$ cat src/rtl/adaptive_loop_filter.sv
// Two-stage PI loop filter for a digital PLL with ACQ/TRK gain switching, lock detect and saturation.
// Latency: dco_cc_valid_o two edges after error_valid_i; no backpressure, one sample per cycle.
module adaptive_loop_filter #(
    parameter int ERROR_WIDTH   = 8,
    parameter int DCO_CC_WIDTH  = 9,
    parameter int FRAC_WIDTH    = 4,
    parameter int ACQ_KP_SHIFT  = 0,
    parameter int ACQ_KI_SHIFT  = 2,
    parameter int TRK_KP_SHIFT  = 1,
    parameter int TRK_KI_SHIFT  = 4,
    parameter int LOCK_THRESH   = 2,
    parameter int LOCK_COUNT    = 4,
    parameter int UNLOCK_THRESH = 8,
    parameter int UNLOCK_COUNT  = 2
) (
    input  logic                    gen_clk_i,
    input  logic                    reset_n_i,
    input  logic [ERROR_WIDTH-1:0]  error_i,
    input  logic                    error_valid_i,
    input  logic                    hold_i,
    input  logic                    force_acq_i,
    output logic [DCO_CC_WIDTH-1:0] dco_cc_o,
    output logic                    dco_cc_valid_o,
    output logic                    locked_o,
    output logic                    sat_o
);

    localparam int IW = DCO_CC_WIDTH + FRAC_WIDTH;
    // Internal sum width leaves headroom for integrator plus the largest proportional term.
    localparam int SW = IW + ERROR_WIDTH + FRAC_WIDTH + 2;
    localparam int CW = $clog2(LOCK_COUNT + UNLOCK_COUNT + 1);

    localparam logic signed [SW-1:0] I_MAX = (SW'(1) << (IW - 1)) - SW'(1);
    localparam logic signed [SW-1:0] I_MIN = -(SW'(1) << (IW - 1));
    localparam logic signed [SW-1:0] O_MAX = (SW'(1) << (DCO_CC_WIDTH - 1)) - SW'(1);
    localparam logic signed [SW-1:0] O_MIN = -(SW'(1) << (DCO_CC_WIDTH - 1));
    localparam logic [ERROR_WIDTH:0] LOCK_TH   = LOCK_THRESH[ERROR_WIDTH:0];
    localparam logic [ERROR_WIDTH:0] UNLOCK_TH = UNLOCK_THRESH[ERROR_WIDTH:0];
    localparam logic [CW-1:0]        LOCK_LAST   = CW'(LOCK_COUNT - 1);
    localparam logic [CW-1:0]        UNLOCK_LAST = CW'(UNLOCK_COUNT - 1);

    typedef enum logic {S_ACQ, S_TRK} state_t;

    state_t                   r_state;
    state_t                   w_state_n;
    logic [CW-1:0]            r_lock_cnt, w_lock_cnt_n;
    logic [CW-1:0]            r_unlock_cnt, w_unlock_cnt_n;

    logic signed [ERROR_WIDTH-1:0] r_err;
    logic                          r_err_vld;
    logic signed [IW-1:0]          r_int;
    logic [DCO_CC_WIDTH-1:0]       r_dco;
    logic                          r_dco_vld;
    logic                          r_sat;

    logic signed [SW-1:0]      w_s, w_kp, w_ki, w_i_ext, w_i_sum, w_i_new, w_o_sum, w_o_shr;
    logic [DCO_CC_WIDTH-1:0]   w_dco;
    logic                      w_sat;
    logic signed [ERROR_WIDTH:0] w_e_ext;
    logic [ERROR_WIDTH:0]      w_abs;

    always_comb begin
        w_s     = {{(SW - ERROR_WIDTH){r_err[ERROR_WIDTH-1]}}, r_err} << FRAC_WIDTH;
        w_kp    = (r_state == S_TRK) ? (w_s >>> TRK_KP_SHIFT) : (w_s >>> ACQ_KP_SHIFT);
        w_ki    = (r_state == S_TRK) ? (w_s >>> TRK_KI_SHIFT) : (w_s >>> ACQ_KI_SHIFT);
        w_i_ext = {{(SW - IW){r_int[IW-1]}}, r_int};
        w_i_sum = w_i_ext + w_ki;
        if (hold_i)
            w_i_new = w_i_ext;
        else if (w_i_sum > I_MAX)
            w_i_new = I_MAX;
        else if (w_i_sum < I_MIN)
            w_i_new = I_MIN;
        else
            w_i_new = w_i_sum;

        w_o_sum = w_i_new + w_kp;
        w_o_shr = w_o_sum >>> FRAC_WIDTH;
        w_sat   = 1'b1;
        if (w_o_shr > O_MAX)
            w_dco = O_MAX[DCO_CC_WIDTH-1:0];
        else if (w_o_shr < O_MIN)
            w_dco = O_MIN[DCO_CC_WIDTH-1:0];
        else begin
            w_dco = w_o_shr[DCO_CC_WIDTH-1:0];
            w_sat = 1'b0;
        end

        w_e_ext = {r_err[ERROR_WIDTH-1], r_err};
        if (w_e_ext[ERROR_WIDTH])
            w_abs = -w_e_ext;
        else
            w_abs = w_e_ext;
    end

    // Lock detector: only stage-2 valid samples advance or clear the counters.
    always_comb begin
        w_state_n      = r_state;
        w_lock_cnt_n   = r_lock_cnt;
        w_unlock_cnt_n = r_unlock_cnt;
        if (force_acq_i) begin
            w_state_n      = S_ACQ;
            w_lock_cnt_n   = '0;
            w_unlock_cnt_n = '0;
        end else if (r_err_vld) begin
            case (r_state)
                S_ACQ: begin
                    if (w_abs <= LOCK_TH) begin
                        if (r_lock_cnt == LOCK_LAST) begin
                            w_state_n    = S_TRK;
                            w_lock_cnt_n = '0;
                        end else begin
                            w_lock_cnt_n = r_lock_cnt + 1'b1;
                        end
                    end else begin
                        w_lock_cnt_n = '0;
                    end
                end
                S_TRK: begin
                    if (w_abs > UNLOCK_TH) begin
                        if (r_unlock_cnt == UNLOCK_LAST) begin
                            w_state_n      = S_ACQ;
                            w_unlock_cnt_n = '0;
                        end else begin
                            w_unlock_cnt_n = r_unlock_cnt + 1'b1;
                        end
                    end else begin
                        w_unlock_cnt_n = '0;
                    end
                end
                default: w_state_n = S_ACQ;
            endcase
        end
    end

    always_ff @(posedge gen_clk_i) begin
        if (!reset_n_i) begin
            r_state      <= S_ACQ;
            r_lock_cnt   <= '0;
            r_unlock_cnt <= '0;
        end else begin
            r_state      <= w_state_n;
            r_lock_cnt   <= w_lock_cnt_n;
            r_unlock_cnt <= w_unlock_cnt_n;
        end
    end

    always_ff @(posedge gen_clk_i) begin
        if (!reset_n_i) begin
            r_err     <= '0;
            r_err_vld <= 1'b0;
            r_int     <= '0;
            r_dco     <= '0;
            r_dco_vld <= 1'b0;
            r_sat     <= 1'b0;
        end else begin
            r_err     <= error_i;
            r_err_vld <= error_valid_i;
            r_dco_vld <= r_err_vld;
            if (r_err_vld) begin
                r_int <= w_i_new[IW-1:0];
                r_dco <= w_dco;
                r_sat <= w_sat;
            end
        end
    end

    assign dco_cc_o       = r_dco;
    assign dco_cc_valid_o = r_dco_vld;
    assign sat_o          = r_sat;
    assign locked_o       = (r_state == S_TRK);

endmodule
$ cat config.mk
export PLATFORM = sky130hd
export DESIGN_NAME = adaptive_loop_filter
export DESIGN_NICKNAME = d
export VERILOG_FILES = /design/src/rtl/adaptive_loop_filter.sv
export SDC_FILE = /design/constraint.sdc
export NUM_CORES = 1
export LEC_CHECK = 0
export BUFFER_PORTS_ARGS = -buffer_cell sky130_fd_sc_hd__buf_2
export CORE_UTILIZATION = 30
export CTS_BUF_LIST = sky130_fd_sc_hd__clkbuf_16
export DETAILED_ROUTE_END_ITERATION = 12
export PLACE_DENSITY = 0.55
export SKIP_CTS_REPAIR_TIMING = 1
export SYNTH_ARGS = -nofsm -noshare
export SYNTH_HDL_FRONTEND = slang
export SYNTH_SLANG_ARGS = --single-unit
export TNS_END_PERCENT = 20
$ cat constraint.sdc
create_clock -name gen_clk_i -period 15.39 [get_ports gen_clk_i]
set_input_delay 0.7695 -clock gen_clk_i [delete_from_list [all_inputs] [get_ports gen_clk_i]]
set_output_delay 0.7695 -clock gen_clk_i [all_outputs]
set_load 0.005 [all_outputs]
; Word-level counts from Yosys, hierarchy flattened
; Index checks and enable logic that the tools add are counted.
[totals]
output_inout_bits = 12
elab_cells = 46
register_bits = 40
input_bits = 13
[classes]
n_reduce_logical = 3
order_cmp = 6
addsub = 5
n_eq_ne = 2
muxes = 19
bitwise_logic = 2
[op_table]
columns = operator, n
row1 = $mux W27, 3
row2 = $mux W9, 4
row3 = $add A27 B12 Y27, 1
row4 = $gt A23 B9 Y1 const B, 1
row5 = $lt A23 B9 Y1 const B, 1
row6 = $add A13 B10 Y14, 1
row7 = $gt A14 B13 Y1 const B, 1
row8 = $lt A14 B13 Y1 const B, 1
row9 = $mux W3, 4
row10 = $mux W11, 1
row11 = $gt A9 B4 Y1 const B, 1
row12 = $le A9 B2 Y1 const B, 1
row13 = $neg A8 Y9, 1
row14 = $add A3 B1 Y3 const B, 2
row15 = $mux W1, 6
row16 = $reduce_and A2 Y1, 2
row17 = $eq A3 B1 Y1 const B, 1
row18 = $eq A3 B2 Y1 const B, 1
row19 = $not A1 Y1, 2
row20 = $pmux W1 S2, 1
row21 = $reduce_or A2 Y1, 1

; Logic depth before layout (Yosys ltp)
; Gate-level depths: netlist (run 1).
[depth]
word_depth = 10
depth_mapped = 25
depth_no_buf = 22

; Worst setup path after synthesis (run 1)
; No wires, ideal clock.
[synth_timing]
kind = reg2reg
start = reg r_state, in the netlist locked_o
end = reg r_dco[4], in the netlist dco_cc_o[4]
setup_ps = 87
arrival_time_ps = 5498
stages_incl_launch_ff = 26
required_time_ps = 15303
setup_slack_ps = 9805
synth_period_minus_slack_ps = 5585
n_path_buf = 3
path_cell_list = dfxtp_1 -> clkbuf_1 -> clkbuf_1 -> nand2_1 -> nand2_1 -> ha_1 -> a21o_1 -> a21oi_1 -> a21oi_1 -> o211ai_2 -> a21oi_1 -> or3_1 -> mux2_2 -> buf_2 -> a211oi_1 -> a21oi_1 -> fa_1 -> a21o_1 -> a211oi_1 -> o21ai_1 -> a41oi_1 -> mux2i_1 -> inv_1 -> a2111oi_4 -> nor3_1 -> o31ai_1
[synth_between]
elab_chain_len = 10
word_cells_on_any_way = 13
classes_between = add/sub (2) / order compare (4) / mux (7)
[synth_lines]
columns = item, line
row1 = start: declaration, 44  ; state_t r_state;
row2 = start signal: assignment, 142  ; r_state <= w_state_n;
row3 = $mux W9 (*), 65  ; w_ki = (r_state == S_TRK) ? (w_s >>> TRK_KI_SHIFT) : (w_s >>> ACQ_KI_SHIFT);
row4 = $add A13 B10 Y14 (*), 67  ; w_i_sum = w_i_ext + w_ki;
row5 = $lt A14 B13 Y1, 72  ; else if (w_i_sum < I_MIN)
row6 = $mux W27, 72
row7 = $mux W27 (*), 70  ; else if (w_i_sum > I_MAX)
row8 = $mux W27 (*), 68  ; if (hold_i)
row9 = named net w_i_new[4], 56  ; logic signed [SW-1:0] w_s, w_kp, w_ki, w_i_ext, w_i_sum, w_i_new, w_o_sum, w_o_shr;
row10 = $add A27 B12 Y27 (*), 77  ; w_o_sum = w_i_new + w_kp;
row11 = $lt A23 B9 Y1, 82  ; else if (w_o_shr < O_MIN)
row12 = $mux W9, 82
row13 = $mux W9 (*), 80  ; if (w_o_shr > O_MAX)
row14 = end signal: assignment, 162  ; r_dco <= w_dco;
row15 = end: declaration, 52  ; logic [DCO_CC_WIDTH-1:0] r_dco;
; The timed path passes the listed nets; every way through them passes the cells marked *.
; A chain may end at the register's enable or synchronous reset.

; Final worst setup path (run 1)
[layout_timing]
start = reg r_state, in the netlist locked_o
end = reg r_dco[6], in the netlist dco_cc_o[6]
; Same word-level chain as after synthesis.

==> flow_summary.json, run 1 <==
{
  "status": "completed",
  "hold_class": "flip-flop to flip-flop",
  "fillers": 1120,
  "syn_area_mm2": 0.00323,
  "crit_chain": "and2_1, ha_1, inv_1, fa_1, nand2b_1, a21oi_1, o21ai_2, and3_1, or3_1, mux2i_1, a211oi_1, a21oi_1, ha_1, a21o_1, a21o_1, a21oi_1, o21bai_1, a21o_1, a211oi_1, o221ai_1, or3_1, o2bb2ai_1",
  "area_delta_synth_final_pct": 12.7,
  "drive_gt1_share_pct": 9.23,
  "clock_sinks": 40,
  "firstDrtPassIters": 4,
  "setup_viol": 0,
  "vias": 3051,
  "grt_first_pass_wirelength_um": 14300,
  "setup.worst_path.start_class": "flip-flop",
  "p_leak_nw": 1.57,
  "syn_inst": 424,
  "finalHoldViolCount": 0,
  "placedCellCount": 572,
  "route.antenna.remaining_nets": 0,
  "drc_errors": 0,
  "slew_violations": 0,
  "synthTopCellsByArea": "dfxtp_1 (25%), ha_1 (9.7%), a21oi_1 (8.4%), nand2_1 (4.8%), nor2_1 (4.3%)",
  "core.rowCount": 37,
  "yosysTopAreaCellShare_pct": 24.8,
  "overflow": 0,
  "numCtsBuffers": 5,
  "drt_iter0_markers": 137,
  "grt_max_degree": 26,
  "design_area_mm2": 0.00364,
  "die_area_mm2": 0.0112,
  "ios": 25,
  "place_area_mm2": 0.00348,
  "total_power_mw": 0.316,
  "grt_usage_pct": 15.9,
  "totalWireLength_um": 8280,
  "num_antenna_cells": 0,
  "cts_tree": "done",
  "period_share_pct": 42.5,
  "yosysWarnings": 0,
  "h-tree-depth": 2,
  "syn_avg_cell_area_um2": 7.63,
  "dp_hpwl_um": 6600,
  "setup.worst_path.class": "flip-flop to flip-flop",
  "whs_ns": 0.463,
  "ys_seq_elements": 40,
  "clkTransAtPathRegs_ns": 0.06,
  "worst_path_max_delay_cell": "mux2i_1",
  "gp_congestion": 0.842,
  "wl_per_cell_um": 14.3,
  "critPathTopFamily": "compound AO/OA/AOI/OAI gates",
  "syn-num-nets": 464,
  "synth_cell_types": 56,
  "grt_pass1_vias": 3043,
  "cts_root_buf": "clkbuf_16",
  "final_net_count": 483,
  "io_buffers": 24,
  "die_h_um": 106,
  "drv_cap": 0,
  "ir_drop_mv": 0.0413,
  "worst_pin_slew_ns": 0.963,
  "finalSetupTns_ns": 0,
  "slew-limit-headroom_pct": 34.0,
  "antenna_found_initial": 0,
  "ys_seq_area_share_pct": 24.8,
  "rsz0062_at_grt": "no",
  "arrival_ns": 6.70,
  "layout_common_cells": "a21oi_1 (54), nand2_1 (41), dfxtp_1 (40), nor2_1 (37), o21ai_0 (27)",
  "cp.required_ns": 15.55,
  "core_mm2": 0.0104,
  "die_w_um": 106,
  "cts_buffer_depth": 2,
  "viasPerCell": 5.26,
  "instances_no_fill": 580,
  "clk_latency_ns": 0.28,
  "ys.flop_type": "dfxtp_1",
  "skew_ns": 0.00312,
  "layout_commonest_cell": "a21oi_1",
  "synth_edf_count": 0,
  "powerDensity_mw_per_mm2": 86.6,
  "synth_top_area_cell": "dfxtp_1",
  "worstPathMaxFanout": 20,
  "synth-async-reset-ratio_pct": 0,
  "crit_buf_inv": 1,
  "start_util_pct": 31.2,
  "fmax_mhz": 153,
  "max_stage_delay_ns": 0.78,
  "post-route-min-period_ns": 6.55,
  "critPathCaptureType": "flip-flop"
}
## synthesized netlist by cell type, types with 4 or more instances
cell type,number
nor3_1,9
nor2_1,37
a221oi_1,4
nand2b_1,15
a21oi_1,54
xnor2_1,12
ha_1,25
nor2b_1,4
o211ai_1,4
o31ai_1,8
dfxtp_1,40
o21bai_1,4
inv_1,24
a211oi_1,15
nand2_1,41
or3_1,4
xor2_1,4
o21ai_0,27
clkbuf_1,10
a31oi_1,5
and2_1,13
a21o_1,13
## path summary, 6_finish.rpt
| path | slack, ns | start | cells past startpoint | to |
|---|---|---|---|---|
| worst min-delay path | 0.46 | dco_cc_o[8] | 2 | dco_cc_o[8] |
| worst min register to register | 0.46 | dco_cc_o[8] | 2 | dco_cc_o[8] |
| worst max register to register | 8.84 | locked_o | 22 | dco_cc_o[6] |
| worst max-delay path | 8.84 | locked_o | 22 | dco_cc_o[6] |
## through the flow
step	util, %	worst slack [ns]
2_1_floorplan	-	9.80
3_3_place_gp	33.5	8.99
3_5_place_dp	33.5	8.90
4_1_cts	35.1	8.86
5_1_grt	35.1	8.23
6_report	35.1	8.84
## flip-flops by register name, summed over array words and instances, names as in the netlist
| register | count |
|---|---|
| r_unlock_cnt | 3 |
| r_lock_cnt | 3 |
| r_err | 8 |
| locked_o | 1 |
| dco_cc_valid_o | 1 |
| r_err_vld | 1 |
| dco_cc_o | 9 |
| sat_o | 1 |
| r_int | 13 |
## kinds of logic (layout without fill, tap and decap cells)
| logic type | count (synthesis) | count (layout) | synth area share [%] |
|---|---|---|---|
| AOI/OAI and AO/OA | 157 | 157 | 32.5 |
| xor gates and xnor gates | 16 | 16 | 4.33 |
| adders and majority gates | 27 | 27 | 10.9 |
| buffers and inverters | 37 | 57 | 4.37 |
| DFF | 40 | 40 | 24.8 |
| muxes | 5 | 5 | 1.63 |
| and+or+nand+nor | 142 | 142 | 21.5 |
## layer usage
layer / track usage (%) / up-vias / routed length [µm]
li1: - / 1597 / -
met4: 6.35 / 0 / 203
met2: 26.9 / 49 / 3890
met5: 0 / - / 0
met3: 2.47 / 14 / 206
met1: 20.2 / 1391 / 3990
## layout make-up
cell class	count	area (µm²)	share of cell area (%)
multi-input cells	347	2290	62.9
well taps	136	170	4.67
repair buffers	24	120	3.30
clock inverters	3	42.5	1.17
clock buffers	5	125	3.43
flip-flops and latches	40	801	22.0
inverters	25	93.8	2.58
## worst register-to-register path, delay by kind of cell, from the launching register on
family,cells,cell delay (ns)
DFF,1,0.68
AOI/OAI and AO/OA,12,2.54
and+or+nand+nor,5,1.45
buffers and inverters,1,0.07
adders and majority gates,3,0.92
muxes,1,0.78
## power breakdown
part           leakage (nW)  total, mW  internal, mW  switching (mW)
Combinational          1.16     0.0821        0.0327          0.0495
Sequential            0.328      0.115         0.110         0.00515
Clock                0.0814      0.119        0.0762          0.0424
Total                  1.57      0.316         0.219          0.0970
No activity file was read; power rests on OpenSTA's default activity.
==> run 2: changes to the inputs <==
Settings changed: PLACE_DENSITY 0.55 to 0.56.
Clock period 15.39 ns to 6 ns, I/O delays scaled along.
==> flow_summary.json, run 2 (synthesis results as in run 1) <==
{
  "io_buffers": 24,
  "slew_violations": 0,
  "die_w_um": 106,
  "critPathCaptureType": "flip-flop",
  "num_antenna_cells": 0,
  "reg2reg_from": "locked_o",
  "hold_class": "input port to flip-flop",
  "seqPwrFrac_pct": 35.8,
  "p_int_mw": 0.566,
  "rsz0062_at_grt": "no",
  "drt_iter0_markers": 200,
  "design_area_mm2": 0.00377,
  "core_mm2": 0.0104,
  "min_from": "error_valid_i",
  "cts_buffer_depth": 2,
  "die_area_mm2": 0.0112,
  "switching_share_pct": 30.8,
  "die_h_um": 106,
  "layout_common_cells": "a21oi_1 (51), nand2_1 (41), dfxtp_1 (38), nor2_1 (37), o21ai_0 (26)",
  "p_leak_nw": 1.62,
  "layout_commonest_cell": "a21oi_1",
  "grt_first_pass_wirelength_um": 14400,
  "route.antenna.remaining_nets": 0,
  "grt_usage_pct": 15.9,
  "ir_drop_mv": 0.101,
  "drv_cap": 0,
  "register_area_um2": 806,
  "finalSetupTns_ns": 0,
  "finalHoldViolCount": 0,
  "dp_hpwl_um": 6540,
  "cts_root_buf": "clkbuf_16",
  "cp.required_ns": 6.19,
  "place_area_mm2": 0.00354,
  "worst_pin_slew_ns": 0.775,
  "ios": 25,
  "viasPerCell": 5.36,
  "firstDrtPassIters": 4,
  "drc_errors": 0,
  "placedCellCount": 581,
  "fmax_mhz": 178,
  "arrival_ns": 5.82,
  "gp_congestion": 0.852,
  "setup.worst_path.start_class": "flip-flop",
  "clk_latency_ns": 0.28,
  "multiInputGateArea_mm2": 0.00234,
  "slew-limit-headroom_pct": 48.2,
  "net-switching-power_mw": 0.251,
  "power_frac_clock_pct": 36.6,
  "p_comb_share_pct": 27.5,
  "final_net_count": 493,
  "drive_gt1_share_pct": 13.2,
  "largest_register_ffs": 13,
  "status": "completed",
  "clock_sinks": 40,
  "fillers": 1111,
  "post-route-min-period_ns": 5.62,
  "largest_register": "r_int",
  "setup.worst_path.class": "flip-flop to flip-flop",
  "overflow": 0,
  "totalWireLength_um": 8560,
  "numCtsBuffers": 5,
  "grt_pass1_vias": 3093,
  "vias": 3163,
  "skew_ns": 0.00348,
  "wl_per_cell_um": 14.5,
  "hold_depth": 2,
  "grt_max_degree": 26,
  "cts_tree": "done",
  "start_util_pct": 31.2,
  "clkTransAtPathRegs_ns": 0.06,
  "area_delta_synth_final_pct": 16.6,
  "period_share_pct": 93.7,
  "core.rowCount": 37,
  "setup_viol": 0,
  "instances_no_fill": 590,
  "antenna_found_initial": 0,
  "h-tree-depth": 2,
  "powerDensity_mw_per_mm2": 217,
  "worst-r2r-cell-count": 23,
  "cp-startpoint": "locked_o",
  "worstPathMaxFanout": 15
}
run 2: cell count changes in the layout (fill, tap and decap cells not counted), sizes merged:
| cell | before | now |
|---|---|---|
| buf | 24 | 34 |
| clkinv | 3 | 2 |
| inv | 24 | 25 |
run 2: final cells by class:
type / count / area share, %
flip-flops and latches: 40 / 21.4
multi-input cells: 347 / 62.1
repair buffers: 34 / 5.18
well taps: 136 / 4.52
clock inverters: 3 / 1.03
inverters: 25 / 2.49
clock buffers: 5 / 3.32
run 2: power by group through the flow:
stage / clock (mW) / combinational [mW] / sequential (mW)
after floorplan: 0 / 0.158 / 0.297
final: 0.299 / 0.225 / 0.293
after global placement: 0 / 0.214 / 0.299
after global routing: 0.319 / 0.251 / 0.295
after detailed placement: 0 / 0.215 / 0.299
after CTS: 0.306 / 0.216 / 0.293
run 2: critical path, cell delays in order (launching register included):
cell,delay (ns)
dfxtp_4,0.40
and2_1,0.17
ha_1,0.20
inv_1,0.06
fa_1,0.37
nand2b_1,0.19
a21oi_1,0.21
o21ai_2,0.12
and3_1,0.19
or3_1,0.34
mux2_2,0.36
a211oi_1,0.22
a21oi_1,0.12
fa_1,0.48
a21o_1,0.21
a211oi_1,0.28
o21ai_1,0.16
a41oi_2,0.26
mux2i_2,0.31
inv_1,0.10
a2111oi_4,0.26
buf_4,0.20
nor3_1,0.06
o31ai_1,0.24
run 2: path summary, 6_finish.rpt:
kind / endpoint / slack (ns)
max: dco_cc_o[4] / 0.38
min: r_err_vld / 0.22
max reg2reg: dco_cc_o[4] / 0.38
min reg2reg: dco_cc_o[8] / 0.46
run 2: layer usage:
layer / routed length [µm] / global-route usage [%] / vias to the layer above
met4: 140 / 5.26 / 0
met1: 4040 / 20.4 / 1461
met3: 317 / 1.86 / 15
met2: 4050 / 27.3 / 80
li1: - / - / 1607
met5: 0 / 0 / -
run 2: per-stage QoR:
stage	hold slack [ns]	utilization [%]	setup WS, ns	total power, mW
floorplan	0.427	-	0.415	0.455
global placement	0.453	34.2	0.201	0.513
detailed placement	0.457	34.2	0.0700	0.514
CTS	0.217	35.8	0.0228	0.815
global route	0.228	36.3	0.00791	0.865
finish	0.222	36.3	0.376	0.818
